File: config.mk
export PLATFORM = sky130hd
export DESIGN_NAME = mem_port_arbiter
export DESIGN_NICKNAME = d
export VERILOG_FILES = /design/src/rtl/mem_port_arbiter_pkg.sv /design/src/rtl/mem_port_arbiter_age_counter.sv /design/src/rtl/mem_port_arbiter.sv
export SDC_FILE = /design/constraint.sdc
export NUM_CORES = 1
export LEC_CHECK = 0
export BUFFER_PORTS_ARGS = -buffer_cell sky130_fd_sc_hd__buf_2
export CORE_MARGIN = 4
export CORE_UTILIZATION = 35
export CTS_CLUSTER_DIAMETER = 60
export DETAILED_ROUTE_END_ITERATION = 12
export GPL_TIMING_DRIVEN = 0
export PLACE_DENSITY = 0.67
export SYNTH_ARGS = -nofsm -noshare
export SYNTH_HDL_FRONTEND = slang
export SYNTH_SLANG_ARGS = --single-unit
File: constraint.sdc
create_clock -name clk -period 1.9 [get_ports clk]
set_input_delay 0.19 -clock clk [delete_from_list [all_inputs] [get_ports clk]]
set_output_delay 0.19 -clock clk [all_outputs]
set_load 0.01 [all_outputs]
File: src/rtl/mem_port_arbiter_pkg.sv
// Shared types for the memory port arbiter: owner and sequencer state encodings plus the grant picker.
package InstructionStruct;

  typedef enum logic [1:0] {OWN_NONE, OWN_DATA, OWN_FETCH, OWN_DISP} mem_owner_t;

  typedef enum logic [1:0] {ARB_IDLE, ARB_ISSUE, ARB_WAIT, ARB_DONE} arb_state_t;

  // A starved fetch or display port overrides data priority; fetch wins when both are starved.
  function automatic mem_owner_t arb_pick(input logic dt, input logic fe, input logic ds,
                                          input logic fe_starved, input logic ds_starved);
    if (fe && fe_starved) return OWN_FETCH;
    if (ds && ds_starved) return OWN_DISP;
    if (dt) return OWN_DATA;
    if (fe) return OWN_FETCH;
    if (ds) return OWN_DISP;
    return OWN_NONE;
  endfunction

endpackage

File: src/rtl/mem_port_arbiter_age_counter.sv
// Saturating lost-arbitration counter for one low-priority port; starved is high once STARVE_MAX losses accrue.
module mem_arb_age_counter #(
  parameter int STARVE_MAX = 8
) (
  input  logic clk,
  input  logic reset_n,
  input  logic lose,
  input  logic win,
  output logic starved
);

  localparam int CW = $clog2(STARVE_MAX + 1);
  localparam logic [CW-1:0] L_MAX = CW'(STARVE_MAX);

  logic [CW-1:0] r_cnt;

  always_ff @(posedge clk) begin
    if (!reset_n) begin
      r_cnt <= '0;
    end else if (win) begin
      r_cnt <= '0;
    end else if (lose && (r_cnt != L_MAX)) begin
      r_cnt <= r_cnt + 1'b1;
    end
  end

  assign starved = (r_cnt == L_MAX);

endmodule

File: src/rtl/mem_port_arbiter.sv
// Shares one single-port memory between data, fetch and display requesters: IDLE -> ISSUE -> MEM_LAT x WAIT -> DONE.
// Strict data > fetch > display priority unless MEM_ARB_FAIRNESS_EN is defined, which ages fetch/display losses.
module mem_port_arbiter
  import InstructionStruct::*;
#(
  parameter int ADDR_W     = 32,
  parameter int DATA_W     = 32,
  parameter int MEM_LAT    = 2,
  parameter int STARVE_MAX = 8
) (
  input  logic              clk,
  input  logic              reset_n,
  input  logic              dt_req,
  input  logic              dt_we,
  input  logic [ADDR_W-1:0] dt_addr,
  input  logic [DATA_W-1:0] dt_wdata,
  input  logic              if_req,
  input  logic [ADDR_W-1:0] if_addr,
  input  logic              ds_req,
  input  logic [ADDR_W-1:0] ds_addr,
  output logic              dt_gnt,
  output logic              if_gnt,
  output logic              ds_gnt,
  output logic              dt_done,
  output logic              if_done,
  output logic              ds_done,
  output logic [DATA_W-1:0] rdata,
  output logic              mem_en,
  output logic              mem_we,
  output logic [ADDR_W-1:0] mem_addr,
  output logic [DATA_W-1:0] mem_wdata,
  input  logic [DATA_W-1:0] mem_rdata,
  output logic              busy
);

  localparam int WW = $clog2(MEM_LAT + 1);

  arb_state_t        r_state, w_next;
  mem_owner_t        r_owner, w_pick;
  logic [ADDR_W-1:0] r_addr;
  logic [DATA_W-1:0] r_wdata, r_rdata;
  logic              r_we;
  logic [WW-1:0]     r_wait;
  logic              w_if_starved, w_ds_starved;

`ifdef MEM_ARB_FAIRNESS_EN
  logic w_eval;
  assign w_eval = (r_state == ARB_IDLE);

  mem_arb_age_counter #(.STARVE_MAX(STARVE_MAX)) u_if_age (
    .clk     (clk),
    .reset_n (reset_n),
    .lose    (w_eval && if_req && (w_pick != OWN_FETCH)),
    .win     (w_eval && (w_pick == OWN_FETCH)),
    .starved (w_if_starved)
  );

  mem_arb_age_counter #(.STARVE_MAX(STARVE_MAX)) u_ds_age (
    .clk     (clk),
    .reset_n (reset_n),
    .lose    (w_eval && ds_req && (w_pick != OWN_DISP)),
    .win     (w_eval && (w_pick == OWN_DISP)),
    .starved (w_ds_starved)
  );
`else
  logic w_unused_cfg;
  assign w_unused_cfg = (STARVE_MAX > 0);
  assign w_if_starved = 1'b0;
  assign w_ds_starved = 1'b0;
`endif

  assign w_pick = arb_pick(dt_req, if_req, ds_req, w_if_starved, w_ds_starved);

  always_comb begin
    w_next = r_state;
    case (r_state)
      ARB_IDLE:  if (w_pick != OWN_NONE) w_next = ARB_ISSUE;
      ARB_ISSUE: w_next = ARB_WAIT;
      ARB_WAIT:  if (r_wait == WW'(1)) w_next = ARB_DONE;
      ARB_DONE:  w_next = ARB_IDLE;
      default:   w_next = ARB_IDLE;
    endcase
  end

  always_ff @(posedge clk) begin
    if (!reset_n) begin
      r_state <= ARB_IDLE;
      r_owner <= OWN_NONE;
      r_addr  <= '0;
      r_we    <= 1'b0;
      r_wdata <= '0;
      r_wait  <= '0;
      r_rdata <= '0;
    end else begin
      r_state <= w_next;
      case (r_state)
        ARB_IDLE: begin
          if (w_pick != OWN_NONE) begin
            r_owner <= w_pick;
            r_we    <= (w_pick == OWN_DATA) && dt_we;
            r_wdata <= (w_pick == OWN_DATA) ? dt_wdata : '0;
            case (w_pick)
              OWN_DATA:  r_addr <= dt_addr;
              OWN_FETCH: r_addr <= if_addr;
              default:   r_addr <= ds_addr;
            endcase
          end
        end
        ARB_ISSUE: r_wait <= WW'(MEM_LAT);
        ARB_WAIT: begin
          r_wait <= r_wait - 1'b1;
          // Memory data is valid exactly in the final wait cycle.
          if (r_wait == WW'(1)) r_rdata <= mem_rdata;
        end
        default: ;
      endcase
    end
  end

  assign mem_en    = (r_state == ARB_ISSUE);
  assign mem_we    = mem_en && r_we;
  assign mem_addr  = r_addr;
  assign mem_wdata = r_wdata;
  assign busy      = (r_state != ARB_IDLE);
  assign rdata     = r_rdata;

  assign dt_gnt  = mem_en && (r_owner == OWN_DATA);
  assign if_gnt  = mem_en && (r_owner == OWN_FETCH);
  assign ds_gnt  = mem_en && (r_owner == OWN_DISP);
  assign dt_done = (r_state == ARB_DONE) && (r_owner == OWN_DATA);
  assign if_done = (r_state == ARB_DONE) && (r_owner == OWN_FETCH);
  assign ds_done = (r_state == ARB_DONE) && (r_owner == OWN_DISP);

endmodule

# --- After elaboration in Yosys (flattened, before gate mapping) ---
# Cells that the tools add are included.
op_classes:
  n_addsub: 1
  eq_ne: 11
  muxes: 18
  n_reduce_logical: 15
ops:
  columns: ["operator", "count"]
  rows:
  - ["32-bit one-hot mux with 2 select lines", 1]
  - ["32-bit two-way mux", 1]
  - ["2-bit two-way mux", 8]
  - ["2-bit equality test, second input constant", 5]
  - ["2-bit by 1-bit equality test with 1-bit output, second input constant", 4]
  - ["1-bit logical AND", 8]
  - ["2-bit one-hot mux with 4 select lines", 1]
  - ["1-bit two-way mux", 6]
  - ["2-bit AND reduction", 3]
  - ["2-bit nonzero test", 3]
  - ["2-bit != test, second input constant", 2]
  - ["2-bit one-hot mux with 2 select lines", 1]
  - ["2-bit logical NOT", 1]
  - ["2-bit by 1-bit subtractor with 2-bit output, second input constant", 1]
totals:
  reg_bits: 103
  out_inout_bits: 105

# --- Depth between registers and ports, before layout ---
# Gate-level depths: netlist of the first run.
logic_depth:
  ltp_word: 10
  ltp_mapped: 9

# --- Worst setup path before layout of the first run ---
# Ideal clock, no wire load.
synth_path:
  kind: "input to register"
  startpoint: "input port if_req"
  endpoint: "register r_addr[0], in the netlist mem_addr[0]"
  arrival_ns: 1.509
  slack_ns: 0.259
  cell_stages: 9
  n_path_buf: 2
  path_cell_list: "inv_1 a21oi_1 inv_1 ha_1 buf_4 clkbuf_1 a221o_1 nand3_1 a21oi_1"
synth_via:
  elab_chain_len: 7
  elab_cells_between_ends: 12
synth_rtl:
  columns: ["element", "line", "text"]
  rows:
  - ["start, declared", "mem_port_arbiter.sv:17", "input logic if_req,"]
  - ["2-bit two-way mux", "mem_port_arbiter_pkg.sv:14", "if (fe) return OWN_FETCH;"]
  - ["2-bit two-way mux", "mem_port_arbiter_pkg.sv:15", "if (ds) return OWN_DISP;"]
  - ["2-bit two-way mux", "mem_port_arbiter_pkg.sv:16", "return OWN_NONE;"]
  - ["2-bit two-way mux *", "mem_port_arbiter_pkg.sv:15", null]
  - ["2-bit two-way mux *", "mem_port_arbiter_pkg.sv:14", null]
  - ["via w_pick[0]", "mem_port_arbiter.sv:39", "mem_owner_t r_owner, w_pick;"]
  - ["2-bit equality test, or another cell as far along", "mem_port_arbiter.sv:102", "case (w_pick)"]
  - ["32-bit one-hot mux with 2 select lines / 2-bit AND reduction (equally long branches)", null, null]
  - ["end signal, assigned", "mem_port_arbiter.sv:103", "OWN_DATA: r_addr <= dt_addr;"]
  - ["end signal, assigned", "mem_port_arbiter.sv:104", "OWN_FETCH: r_addr <= if_addr;"]
  - ["end signal, assigned", "mem_port_arbiter.sv:105", "default: r_addr <= ds_addr;"]
  - ["end, declared", "mem_port_arbiter.sv:40", "logic [ADDR_W-1:0] r_addr;"]
# The timed path passes the listed nets; every way through them passes the cells marked *. The select of a mux whose other input is x is not followed.
# A chain may end at the register's enable or synchronous reset.

# --- Worst setup path after layout of the first run ---
layout_path:
  startpoint: "register r_state[0]"
  endpoint: "register r_addr[27], in the netlist mem_addr[27]"
layout_via:
  elab_chain_len: 2
layout_rtl:
  columns: ["element", "line", "text"]
  rows:
  - ["start, declared", "mem_port_arbiter.sv:38", "arb_state_t r_state, w_next;"]
  - ["start signal, assigned", "mem_port_arbiter.sv:95", "r_state <= w_next;"]
  - ["2-bit logical NOT", "mem_port_arbiter.sv:96", "case (r_state)"]
  - ["2-bit AND reduction (no line)", null, null]
# Every way passes these cells.

==> results of run 1 <==
layout make-up:
cell class / count / share of cell area, %
plain buffers: 50 / 3.80
well taps: 168 / 3.32
multi-input cells: 395 / 33.2
repair buffers: 270 / 21.3
inverters: 8 / 0.474
clock buffers: 10 / 3.78
flip-flops and latches: 103 / 32.6
clock inverters: 6 / 1.48
cells in the mapped netlist (2+ instances only):
library cell	count
clkbuf_1	29
ha_1	8
nand2_1	134
and2_1	2
a21oi_1	102
nor2_1	3
nand3_1	65
buf_6	3
inv_1	8
buf_2	17
nand2b_1	35
and3b_1	4
dfxtp_1	103
and3_1	3
a221o_1	32
repair_timing:
| item | in CTS | in global routing |
|---|---|---|
| endpoints found under the setup margin | 0 | 7 |
| setup buffers | 0 | 0 |
| gates resized for setup | 0 | 5 |
cells by family after synthesis:
| family | synth area share [%] |
|---|---|
| AO/OA/AOI/OAI | 19.5 |
| AND/OR/NAND/NOR | 25.7 |
| buffers and inverters | 5.99 |
| adder cells (fa/ha/maj) | 2.26 |
| flip-flops | 46.5 |
stage by stage:
step | cell area [um2] | power, mW
finish | 6330 | 6.80
floorplan | 4430 | 3.94
global route | 6330 | 7.24
detailed placement | 5990 | 4.83
global placement | 5990 | 4.81
CTS | 6320 | 6.88
routing by layer:
layer  vias to the layer above  track usage, %  wire length (um)
li1                       2463               -                 -
met1                      2193            23.8              6280
met2                       193            35.2              7460
met3                        19            7.48              1480
met4                         0            5.45               221
met5                         -               0                 0
how the worst max path moves through the flow:
stage,slack [ns],end,from
after floorplan,0.26,mem_addr[0],if_req
after global placement,-0.19,mem_addr[1],if_req
after detailed placement,-0.20,mem_addr[1],if_req
after CTS,0.11,mem_addr[27],r_state[0]
after global routing,0.02,mem_addr[24],r_state[0]
final,0.20,mem_addr[27],r_state[0]
registers in the layout, indices dropped and copies added (netlist names):
register   flops
r_we           1
r_wait         2
rdata         32
mem_addr      32
r_owner        2
mem_wdata     32
r_state        2
power groups by stage:
stage          Combinational (mW)  Clock [mW]  Sequential, mW
2_1_floorplan                1.20           0            2.75
3_3_place_gp                 2.18           0            2.63
3_5_place_dp                 2.19           0            2.64
4_1_cts                      2.20        2.08            2.59
5_1_grt                      2.42        2.19            2.63
6_report                     2.17        2.04            2.59
cells in the final DEF, fill, tap and decap left out:
master,instances
o22ai_1,1
a21oi_1,102
nand3b_1,1
clkbuf_4,1
clkbuf_1,27
bufinv_16,2
and2_1,2
o21ai_0,1
clkbuf_8,1
clkbuf_2,2
nor2b_1,1
nand2b_1,35
nor2_1,3
clkinv_4,3
a221o_1,32
ha_1,8
buf_2,286
dfxtp_1,103
o21bai_1,1
clkinvlp_4,1
and3_1,3
nand2_1,134
o21a_1,1
a211oi_1,1
nand3_1,65
buf_4,1
buf_6,3
inv_1,8
clkbuf_16,9
and3b_1,4
tightest hold or removal path, stage by stage:
cell     delay (ns)
buf_2          0.09
nand2_1        0.04
a21oi_1        0.05
==> metrics.csv, run 1 <==
stage,metric,value,unit
outcome,status,completed,
placement,IO Port Bufs,270,
setup_path,slowest CP cell,dfxtp_1,
global_routing,Tot GR Track Use,20.4,%
setup_path,Crit Reg-Reg Endpoint,mem_addr[27],
logic_synthesis,post-synthesis net count,730,
logic_synthesis,Yosys top cell by area,dfxtp_1,
layout,share of post-route cells with drive strength above 1,36.7,%
pwr,Flop pwr share,38.1,%
floorplan,DIE AREA,14500,um2
logic_synthesis,synth top area cells,"dfxtp_1 47%, a21oi_1 12%, nand2_1 11%",
cts,"Reg clk slew, reported paths",0.07,ns
sta,final hold slack,0.0759,ns
floorplan,Cell Rows,40,
logic_synthesis,post-synthesis register bit count,103,
routing,vias after detailed routing,4868,
placement,Detailed Place HPWL,12200,um
sta,RSZ-0062 raised after global routing,no,
pwr,combinational share of power,31.8,%
cts,Max clock buf depth,2,
pwr,Static Leak,2.98,nW
logic_synthesis,ys async rst share,0,%
setup_path,worst path arrival time,1.97,ns
setup_path,critical path depth in cells,7,
cts,CTS hold repair buffers,0,
flow_run,Max-cap violations,0,
min_path,worst min path class,input port to register,
layout,Non-Filler Instances,1010,
cts,cts bufs inserted,9,
routing,drt total wl,15400,um
sta,Worst-Margin Slew,0.553,ns
placement,DP Worst Slack,-0.198,ns
cts,clock tree from TritonCTS,built,
pwr,clock power share,30.0,%
pwr,maximum vdd drop,0.000564,V
sta,crit share post-route,89.4,%
sta,maximum clock rate,589,MHz
floorplan,Initial Utilization,36.3,%
setup_path,Worst Path Buf+Inv,3,
logic_synthesis,"EDFF count, synth",0,
sta,minimum clock period,1.70,ns
global_routing,initial antenna violation count,0,
setup_path,critical path's top delay family,buffers and inverters,
sta,"Hold Vio Cnt, Final",0,
sta,fin. max-slew vios,0,
logic_synthesis,Mean Syn Cell Area,7.97,um2
layout,area taken by multi-input logic gates,2100,um2
floorplan,Die Ht,121,um
layout,Register Area,2060,um2
layout,Fillers,1277,
layout,n_diodes,0,
routing,DR vias/cell,4.82,
logic_synthesis,count of cell types in the netlist,23,
setup_path,crit-path max cell delay,0.39,ns
logic_synthesis,Post-synth top flop,dfxtp_1,
logic_synthesis,mapped cell area,4430,um2
logic_synthesis,Yosys top cell area share,46.5,%
layout,utilization after layout,51.8,%
logic_synthesis,Post-Synthesis Cells,556,
global_routing,largest net degree at the start of global routing,18,
cts,CTS sink cnt,103,
routing,drt pass-1 iters,6,
setup_path,CP Class,register to register,
pwr,sw frac,33.9,%
setup_path,element type at the critical path end,register,
setup_path,"critical path fanouts, max",10,
global_routing,first-pass GRT wire length,23400,um
setup_path,reg2reg start,r_state[0],
sta,Worst Skew,0.00454,ns
min_path,Min-Delay Endpoint,rdata[16],
floorplan,Die X,121,um
routing,Antenna Nets Post-Route,0,
sta,"Setup violations, final",0,
sta,Final TNS setup,0,ns
setup_path,cell chain of the critical path,inv_1 -> ha_1 -> nand2b_1 -> buf_2 -> clkbuf_4 -> nand2_1 -> a21oi_1,
pwr,pwr dens,1070,nW/um2
global_routing,gr ovfl total,0,
placement,total placed cells including tap cells,994,
floorplan,Top Ports,271,
placement,RePlAce Congestion,0.826,
min_path,hold depth,3,
setup_path,R2R setup slack,0.20,ns
cts,clock latency on the worst-skew pair,0.35,ns
setup_path,Worst Setup Start Kind,register,
pwr,Net Sw Power,2.30,mW
global_routing,vias in the first global route,4581,
pwr,P_int,4.50,mW
layout,Syn-to-layout area delta,42.9,%
cts,# H-tree levels,3,
logic_synthesis,warnings from Yosys,0,
logic_synthesis,"Seq/Total Area, Yosys",46.5,%
routing,number of DRC markers in iteration 0,219,
min_path,beginning of the worst hold path,mem_rdata[16],
setup_path,critical path data required time,2.17,ns
layout,final net count,1011,
routing,wire per inst,15.3,um
sta,final worst slack,0.202,ns
routing,DRC violations left,0,
sta,Worst slew margin,63.2,%
setup_path,FF-to-FF path depth,7,
floorplan,core area,12200,um2
cts,Clock Tree Root,clkbuf_16,
Power figures use the tool's default switching activity.
==> run 2, diff against run 1 <==
Settings changed: ABC_AREA from default to 1, PLACE_DENSITY 0.67 to 0.65.
==> run 2 against run 1 <==
Compared with the run above:
- maximum frequency grew 11%
- register-to-register slack gained 0.16 ns
- clock power shrank 3%
- clock-buffer cell count grew 1
- synthesized cell count grew 43%
- highest routed layer unchanged
==> metrics.csv, run 2 <==
stage,metric,value,unit
cts,Clock Tree Root,clkbuf_16,
cts,CTS hold repair buffers,0,
sta,"Hold Vio Cnt, Final",0,
layout,n_diodes,0,
cts,# H-tree levels,3,
setup_path,element type at the critical path end,register,
routing,wire per inst,12.6,um
routing,vias after detailed routing,5449,
floorplan,Top Ports,271,
sta,Worst-Margin Slew,0.470,ns
logic_synthesis,Mean Syn Cell Area,6.24,um2
global_routing,first-pass GRT wire length,24500,um
logic_synthesis,post-synthesis register bit count,103,
setup_path,critical path data required time,2.12,ns
floorplan,DIE AREA,16100,um2
sta,maximum clock rate,651,MHz
cts,cts bufs inserted,9,
pwr,total power,8.49,mW
routing,drt pass-1 iters,5,
global_routing,vias in the first global route,4989,
flow_run,Max-cap violations,0,
floorplan,Cell Rows,43,
setup_path,"critical path fanouts, max",10,
routing,DR vias/cell,4.33,
global_routing,initial antenna violation count,0,
logic_synthesis,ys async rst share,0,%
sta,Final TNS setup,0,ns
layout,"commonest non-fill, non-tap cell in the layout",nand2_1,
cts,CTS sink cnt,103,
setup_path,CP Class,register to register,
setup_path,critical path's top delay family,buffers and inverters,
outcome,status,completed,
cts,"Setup Fix Bufs, Post-CTS",0,
layout,Register Area,2060,um2
logic_synthesis,"Seq/Total Area, Yosys",41.6,%
floorplan,Die Ht,127,um
cts,post-cts repair resize count,0,
sta,Worst Skew,0.00645,ns
floorplan,Die X,127,um
setup_path,Worst Setup Start Kind,register,
layout,final net count,1249,
setup_path,Worst Path Buf+Inv,4,
layout,share of post-route cells with drive strength above 1,29.6,%
cts,clock tree from TritonCTS,built,
sta,RSZ-0062 raised after global routing,no,
setup_path,worst path arrival time,1.76,ns
min_path,worst min path class,input port to register,
global_routing,largest net degree at the start of global routing,16,
sta,"Setup violations, final",0,
setup_path,crit-path max cell delay,0.33,ns
layout,Fillers,1528,
placement,IO Port Bufs,269,
layout,most frequent cells in the layout,"302 x nand2_1, 294 x buf_2, 138 x nor2_1",
global_routing,gr ovfl total,0,
placement,Placement Cell Area,6530,um2
logic_synthesis,Yosys top cell by area,dfxtp_1,
logic_synthesis,warnings from Yosys,0,
routing,DRC violations left,0,
logic_synthesis,count of cell types in the netlist,17,
layout,Syn-to-layout area delta,38.0,%
logic_synthesis,Post-synth top flop,dfxtp_1,
floorplan,Initial Utilization,35.7,%
layout,area taken by multi-input logic gates,2320,um2
layout,post-route cell area,6840,um2
setup_path,slowest CP cell,dfxtp_1,
logic_synthesis,Post-Synthesis Cells,795,
pwr,maximum vdd drop,0.000496,V
logic_synthesis,mapped cell area,4960,um2
routing,Antenna Nets Post-Route,0,
routing,drt total wl,15900,um
sta,final hold slack,0.0886,ns
placement,RePlAce Congestion,0.870,
cts,Max clock buf depth,2,
logic_synthesis,"EDFF count, synth",0,
sta,minimum clock period,1.54,ns
logic_synthesis,Yosys top cell area share,41.6,%
cts,clock latency on the worst-skew pair,0.35,ns
placement,Detailed Place HPWL,12400,um
sta,fin. max-slew vios,0,
pwr,Static Leak,3.95,nW
sta,crit share post-route,80.9,%
logic_synthesis,Synth top cells by count,"302 x nand2_1, 138 x nor2_1, 103 x dfxtp_1",
cts,"Reg clk slew, reported paths",0.07,ns
floorplan,core area,13900,um2
sta,Worst slew margin,68.6,%
pwr,pwr dens,1240,nW/um2
logic_synthesis,synth top area cells,"dfxtp_1 42%, nand2_1 23%, nor2_1 10%",
routing,number of DRC markers in iteration 0,186,
global_routing,Tot GR Track Use,18.8,%
logic_synthesis,"count leader, synth",nand2_1,
setup_path,cell chain of the critical path,inv_1 -> ha_1 -> inv_2 -> nor2_4 -> buf_4 -> buf_6 -> nand2_1 -> o21ai_1 -> nor2_1,
logic_synthesis,post-synthesis net count,969,
## run 2: worst paths after layout
| path | from | endpoint | slack, ns | cells after the start |
|---|---|---|---|---|
| worst max-delay path | r_state[0] | mem_wdata[22] | 0.36 | 9 |
| worst min-delay path | mem_rdata[12] | rdata[12] | 0.09 | 3 |
| worst max register to register | r_state[0] | mem_wdata[22] | 0.36 | 9 |
| worst min register to register | r_wait[0] | r_wait[0] | 0.46 | 2 |
## run 2: logic make-up after synthesis
kind of cell               after synthesis  synth area share (%)
adders and majority gates                8                  2.02
buffers and inverters                  132                  11.7
AOI/OAI and AO/OA                      104                  10.5
DFF                                    103                  41.6
and+or+nand+nor                        448                  34.2
## run 2: layer usage
layer  global-route usage [%]  up-vias  share of wire (%)
met5                        0        -                  0
met4                     6.12        0                1.4
met1                     23.4     2309                 43
met3                     4.31       16                8.1
li1                         -     2947                  -
met2                     32.3      177                 47
## run 2: through the flow
step                setup WS [ns]  util (%)  cells
global route                0.152      49.3   1259
detailed placement         0.0387      47.1   1244
floorplan                   0.518         -    795
CTS                         0.320      49.3   1259
global placement           0.0292      47.1   1244
finish                      0.364      49.3   1259
## run 2: final cells by class
class | instances | area share [%]
Multi-Input combinational cell | 560 | 33.9
Sequential cell | 103 | 30.1
Timing Repair Buffer | 269 | 19.7
Inverter | 84 | 4.61
Buffer | 48 | 3.86
Clock buffer | 11 | 3.55
Tap cell | 180 | 3.29
Clock inverter | 4 | 1.02
## run 2: report_power, final
part           internal, mW  switching [mW]
registers              2.80           0.315
logic                  1.37            2.04
clock network          1.18           0.796
total                  5.34            3.15
## run 2: worst reg2reg max path, delay by kind of cell (launching register included)
family / cells / cell delay [ns]
AOI/OAI and AO/OA: 1 / 0.07
adders and majority gates: 1 / 0.25
buffers and inverters: 4 / 0.53
DFF: 1 / 0.33
and+or+nand+nor: 3 / 0.24
